--- config.mk ---
export PLATFORM = sky130hd
export DESIGN_NAME = wb_regfile
export DESIGN_NICKNAME = d
export VERILOG_FILES = /design/src/rtl/wb_regfile.sv
export SDC_FILE = /design/constraint.sdc
export NUM_CORES = 2
export LEC_CHECK = 0
export CORE_UTILIZATION = 45
export CTS_BUF_LIST = sky130_fd_sc_hd__clkbuf_8
export CTS_CLUSTER_SIZE = 8
export DETAILED_ROUTE_END_ITERATION = 8
export PLACE_DENSITY = 0.7
export SYNTH_ARGS = -nofsm -noshare
export SYNTH_HDL_FRONTEND = slang
export SYNTH_SLANG_ARGS = --single-unit
--- constraint.sdc ---
create_clock -name clk -period 104.2 [get_ports clk]
set_input_delay 10.42 -clock clk [delete_from_list [all_inputs] [get_ports clk]]
set_output_delay 10.42 -clock clk [all_outputs]
set_load 0.05 [all_outputs]
--- src/rtl/wb_regfile.sv ---
// wb_regfile: writeback stage and integer register file.
// Picks the MEM/WB writeback value, commits it to one of NUM_REGS registers
// (register 0 is hardwired to zero), serves two combinational read ports with
// write-through bypass, and counts retired non-bubble instructions.
`timescale 1ns/1ps

module wb_regfile #(
    parameter int DATA_W   = 64,
    parameter int ADDR_W   = 4,
    parameter int NUM_REGS = 16,
    parameter int CNT_W    = 32
) (
    input  logic              clk,
    input  logic              reset,
    input  logic              wb_valid,
    input  logic              wb,
    input  logic              memtoreg,
    input  logic [DATA_W-1:0] input_mux1,
    input  logic [DATA_W-1:0] input_mux2,
    input  logic [ADDR_W-1:0] write_register,
    input  logic [ADDR_W-1:0] read_register1,
    input  logic [ADDR_W-1:0] read_register2,
    output logic [DATA_W-1:0] readdata1,
    output logic [DATA_W-1:0] readdata2,
    output logic [DATA_W-1:0] wb_data,
    output logic              wb_en,
    output logic [CNT_W-1:0]  retired_count
);

    logic [DATA_W-1:0] regs [NUM_REGS];
    logic [CNT_W-1:0]  retired_q;

    // Writeback value select; keeps following the mux even while reset is high.
    assign wb_data = memtoreg ? input_mux1 : input_mux2;

    // Qualified write enable: real instruction, regwrite set, not x0, and the
    // bypass/write path is fully suppressed while reset is asserted.
    assign wb_en = !reset && wb_valid && wb && (write_register != '0);

    // Register storage: cleared asynchronously, written one cycle after select.
    always_ff @(posedge clk or posedge reset) begin
        if (reset) begin
            // NOTE: the whole array is in the async reset on purpose -- reads must
            // return 0 the moment reset rises, not after the next edge.
            for (int i = 0; i < NUM_REGS; i++) begin
                regs[i] <= '0;
            end
        end else if (wb_en) begin
            // NOTE: sequential state uses non-blocking assignments so every
            // flop samples pre-edge values regardless of block ordering.
            regs[write_register] <= wb_data;
        end
    end

    // Read port 1: x0 reads zero, then bypass, then storage.
    always_comb begin
        // NOTE: default first so every path assigns the output and no latch forms.
        readdata1 = regs[read_register1];
        if (read_register1 == '0) begin
            readdata1 = '0;
        end else if (wb_en && (write_register == read_register1)) begin
            readdata1 = wb_data;
        end
    end

    // Read port 2: same priority as port 1, evaluated independently.
    always_comb begin
        readdata2 = regs[read_register2];
        if (read_register2 == '0) begin
            readdata2 = '0;
        end else if (wb_en && (write_register == read_register2)) begin
            readdata2 = wb_data;
        end
    end

    // Retired-instruction counter: every valid slot counts, wraps silently.
    always_ff @(posedge clk or posedge reset) begin
        if (reset) begin
            retired_q <= '0;
        end else if (wb_valid) begin
            retired_q <= retired_q + CNT_W'(1);
        end
    end

    assign retired_count = retired_q;

endmodule

Word-level counts from Yosys, hierarchy flattened:

Index checks and enable logic that the tools add are counted.

* input bits: 145
* word-level logic and storage cells: 51
* output and inout port bits: 225
* register bits after elaboration: 1056

* eq/ne operators: 2
* mux-type cells: 14
* add/subtract/negate cells: 1
* bitwise operators: 3
* reductions and logical operators: 10
* magnitude comparators: 4

Operators with widths (count)
* 1024-bit bitwise mux: 1
* 64-bit 2-to-1 mux: 10
* 64-bit binary-select mux with 4-bit select: 2
* 64-bit demux with 4-bit select: 1
* 32-bit by 1-bit adder with 32-bit output, second input constant: 1
* 5-bit greater-or-equal comparator, second input constant: 3
* 4-bit inverter with 5-bit output: 3
* 4-bit == test: 2
* 4-bit zero test: 2
* 1-bit logical AND: 6
* 5-bit by 1-bit less-than comparator with 1-bit output, second input constant: 1
* 4-bit nonzero test: 1
* 1-bit zero test: 1

Depth between registers and ports, before layout:

* depth after elaboration: 7
* gate-level depth with buffers: 8
* depth with buffers taken out: 5

Least setup slack after synthesis:

OpenSTA, ideal clock, no wires.

* kind: input to output
* start: input port write_register[1]
* end: output port readdata1[10]
* required time: 93.780 ns
* buffers on the path: 3
* path slack: 81.015 ns
* arrival: 12.765 ns
* stages on the path: 7
* path through: buf_2 nor4_4 nor4_1 a22o_1 buf_6 buf_6 o32ai_1

* longest elaborated chain between the ends: 5
* elaborated cells on any way between the ends: 6
* those cells by class: eq/ne: 1; mux: 2; reduce/logical: 3

Ends and longest elaborated chain
* start: declaration: RTL line 20 `input logic [ADDR_W-1:0] write_register,`
* 4-bit nonzero test: RTL line 38 `assign wb_en = !reset && wb_valid && wb && (write_register != '0);`
* 1-bit logical AND: RTL line 38
* 1-bit logical AND *: RTL line 61 `end else if (wb_en && (write_register == read_register1)) begin`
* 64-bit 2-to-1 mux *: RTL line 61
* 64-bit 2-to-1 mux *: RTL line 59 `if (read_register1 == '0) begin`
* end: declaration: RTL line 23 `output logic [DATA_W-1:0] readdata1,`

Mark *: on every way between the ends. The rest lies on a longest branch, timed or not.

Final worst setup path:

* start: input port read_register1[2]
* end: output port readdata1[47]

* longest elaborated chain between the ends: 6
* elaborated cells on any way between the ends: 9
* those cells by class: eq/ne: 1; mux: 5; bitwise: 1; reduce/logical: 2

Ends and longest elaborated chain
* start: declaration: RTL line 21 `input logic [ADDR_W-1:0] read_register1,`
* 4-bit inverter with 5-bit output (implied by the code): RTL line 58 `readdata1 = regs[read_register1];`
* 64-bit binary-select mux with 4-bit select: RTL line 58
* 64-bit 2-to-1 mux (implied by the code) (2 in a row): RTL line 58
* 64-bit 2-to-1 mux: RTL line 61
* 64-bit 2-to-1 mux *: RTL line 59

Mark *: on every way between the ends. The rest lies on a longest branch, timed or not. The select of a mux whose other input is x is not followed.

==> results.json <==
{
  "die_y_um": 356,
  "async_flop_share_pct": 100,
  "crit_buf_inv": 5,
  "cpMaxStageDelayCell": "clkdlybuf4s50_1",
  "cts_hold_buf": 0,
  "crit_end": "readdata1[47]",
  "cp_max_fo": 79,
  "ys_types": 43,
  "synth_common_cells": "1056 x dfrtp_1, 830 x a21oi_1, 715 x nor2_1",
  "cp_top_family": "buffers and inverters",
  "num_io_pins": 370,
  "status": "finished with violations",
  "irDropWorstVdd_mv": 0.0125,
  "antenna_found_initial": 4,
  "totalWireLength_um": 174000,
  "cts_root_buf": "clkbuf_8",
  "syn_nets": 5512,
  "synth_seq_area_share_pct": 46.9,
  "crit_path_end_kind": "output port",
  "start_util_pct": 45.4,
  "cts_max_path_buffers": 3,
  "dp_hpwl_um": 96300,
  "startpoint": "read_register1[2]",
  "drcViolationCount": 22,
  "finalNonFillerCells": 7247,
  "path_clk_slew_ps": 60,
  "ys_ff_latch": 1056,
  "critPathMaxStageDelay_ps": 960,
  "final.period_utilization_pct": 25.4,
  "grt_pass1_vias": 43337,
  "area_delta_synth_final_pct": 14.3,
  "syn_area_um2": 56300,
  "viasPerCell": 6.07,
  "worst_slew_pin_slew_ps": 1280,
  "startpoint_type": "primary input",
  "grt_start_max_net_pins": 165,
  "fin_skew_ps": 8.04,
  "fin_setup_tns_ps": 0,
  "synth.most_common_cell": "dfrtp_1",
  "timing.fmax_mhz": 37.8,
  "netlist.top_cell.by_area": "dfrtp_1",
  "path_common_cell": "buf_4",
  "final_core_util_pct": 51.9,
  "criticalPathCategory": "in -> out",
  "wl_per_cell_um": 24.0,
  "syn_area_per_cell_um2": 10.5,
  "grt_pass1_wl_um": 265000,
  "crit_arrival_ps": 16020,
  "cts_tree": "done",
  "postRouteAntennaNets": 0,
  "yosysTopAreaCellShare_pct": 46.9,
  "yosys_warnings": 0,
  "min_path_type": "reg -> reg",
  "crit_cells": 9,
  "totalPowerFinal_w": 0.00122,
  "power.density_nw_per_um2": 19.0,
  "grt_setup_unrepaired": "false",
  "syn_inst": 5366,
  "finalHoldViolations": 0,
  "track_usage_pct": 27.2,
  "port-buffer-count": 369,
  "fin_nets": 5612,
  "synth-edff-count": 0,
  "clk_latency_ps": 880,
  "dp_cells": 6919,
  "power.leakage_nw": 28.7,
  "regToRegSetupSlack_ps": 102120,
  "synth_area_leaders": "dfrtp_1 47%, mux2i_1 12%, mux4_2 10%",
  "slew_headroom_pct": 13.2,
  "finalMaxSlewViolations": 0,
  "route.vias.total": 43960,
  "path_cells": "buf_8 -> buf_4 -> buf_4 -> buf_4 -> mux4_2 -> mux2i_1 -> and2_1 -> o32ai_1 -> clkdlybuf4s50_1",
  "grt_overflow": 0,
  "cts_max_level": 4,
  "core-area_um2": 124000,
  "gp_congestion": 0.813,
  "violations": "design-rule violations",
  "synth_ff_type": "dfrtp_1",
  "die_w_um": 356,
  "r2r-end": "retired_count[30]",
  "cap_violations": 0,
  "postCtsSetupBuffers": 0,
  "row_count": 129,
  "drt-initial-drc-count": 4582,
  "cts.sinks": 1056,
  "cts_resized": 0,
  "finalSetupViolations": 0,
  "min_period_ps": 26440,
  "firstDrtPassIters": 9,
  "critPathRequiredTime_ps": 93780,
  "fillers": 10823,
  "numCtsBuffers": 182,
  "drive_gt1_share_pct": 13.1,
  "die-area_um2": 127000,
  "rr_worst_depth": 5,
  "regToRegStartpoint": "retired_count[0]"
}
per-layer routing:
layer,track usage (%),wire (um)
met4,9.77,5470
met2,42.7,80800
met5,0,7
met1,37.6,72800
met3,5.37,15000
flip-flops by register name, indices dropped and copies added (netlist names):
name / cells
retired_count: 32
regs: 1024
metrics by stage:
step | area, um2 | hold WS, ps | worst slack (ps)
finish | 64300 | 396 | 77760
global route | 64300 | 407 | 77610
CTS | 64300 | 397 | 77930
detailed placement | 60500 | 383 | 77950
global placement | 60500 | 384 | 77940
floorplan | 56300 | 441 | 64060
placed cells by master (no fill, tap or decap), types with 3 or more instances in the layout:
master | netlist | routed
nand4_1 | 9 | 9
buf_12 | 0 | 3
inv_1 | 68 | 127
nor2_1 | 715 | 714
and4_1 | 3 | 3
nor4_1 | 5 | 3
nand2_1 | 270 | 268
and2_1 | 128 | 126
a22oi_1 | 252 | 252
mux2_2 | 3 | 3
xor2_1 | 16 | 16
and3_1 | 3 | 3
inv_8 | 0 | 3
buf_4 | 34 | 139
nand2b_1 | 4 | 4
nor3_2 | 1 | 10
xnor2_1 | 23 | 23
buf_8 | 0 | 4
clkbuf_8 | 0 | 240
nor3_1 | 13 | 4
nand3_1 | 10 | 10
o21ai_0 | 254 | 254
mux2i_2 | 0 | 4
nor2b_4 | 0 | 4
o32ai_2 | 18 | 18
o32ai_1 | 108 | 108
bufinv_16 | 0 | 4
mux2i_1 | 698 | 694
clkinv_8 | 0 | 5
a21oi_1 | 830 | 830
clkdlybuf4s50_1 | 0 | 360
clkinv_2 | 0 | 13
mux4_2 | 260 | 260
or4_4 | 0 | 4
dfrtp_1 | 1056 | 1056
area by class of cell:
type	instances	area [um2]	share of cell area, %
antenna	1	2.50	0.00389
clock buffer	240	3300	5.13
clock inverter	87	539	0.838
inverter	68	263	0.408
multi-input combinational	3650	27000	41.9
sequential	1056	26400	41.1
tap	1637	2050	3.18
timing repair buffer	508	4790	7.44
where the power goes:
group	total, W	switching (W)	internal [W]
Combinational	0.000293	0.000161	0.000132
Sequential	0.000535	0.0000545	0.000480
Clock	0.000394	0.000178	0.000216
how the worst min path moves through the flow:
| stage | start | end | cells after the start |
|---|---|---|---|
| floorplan | regs[1022] | regs[1022] | 1 |
| global placement | regs[966] | regs[966] | 0 |
| detailed placement | regs[1022] | regs[1022] | 0 |
| CTS | regs[1022] | regs[1022] | 0 |
| global route | regs[998] | regs[998] | 0 |
| finish | regs[1022] | regs[1022] | 0 |
cell families after synthesis:
group | share of synthesized area [%]
adders and majority gates | 0.0222
xor gates and xnor gates | 0.607
muxes | 22.9
buffers and inverters | 5.46
DFF | 46.9
and+or+nand+nor | 8.85
AOI/OAI and AO/OA | 15.3
(Power assumes the default switching activity.)
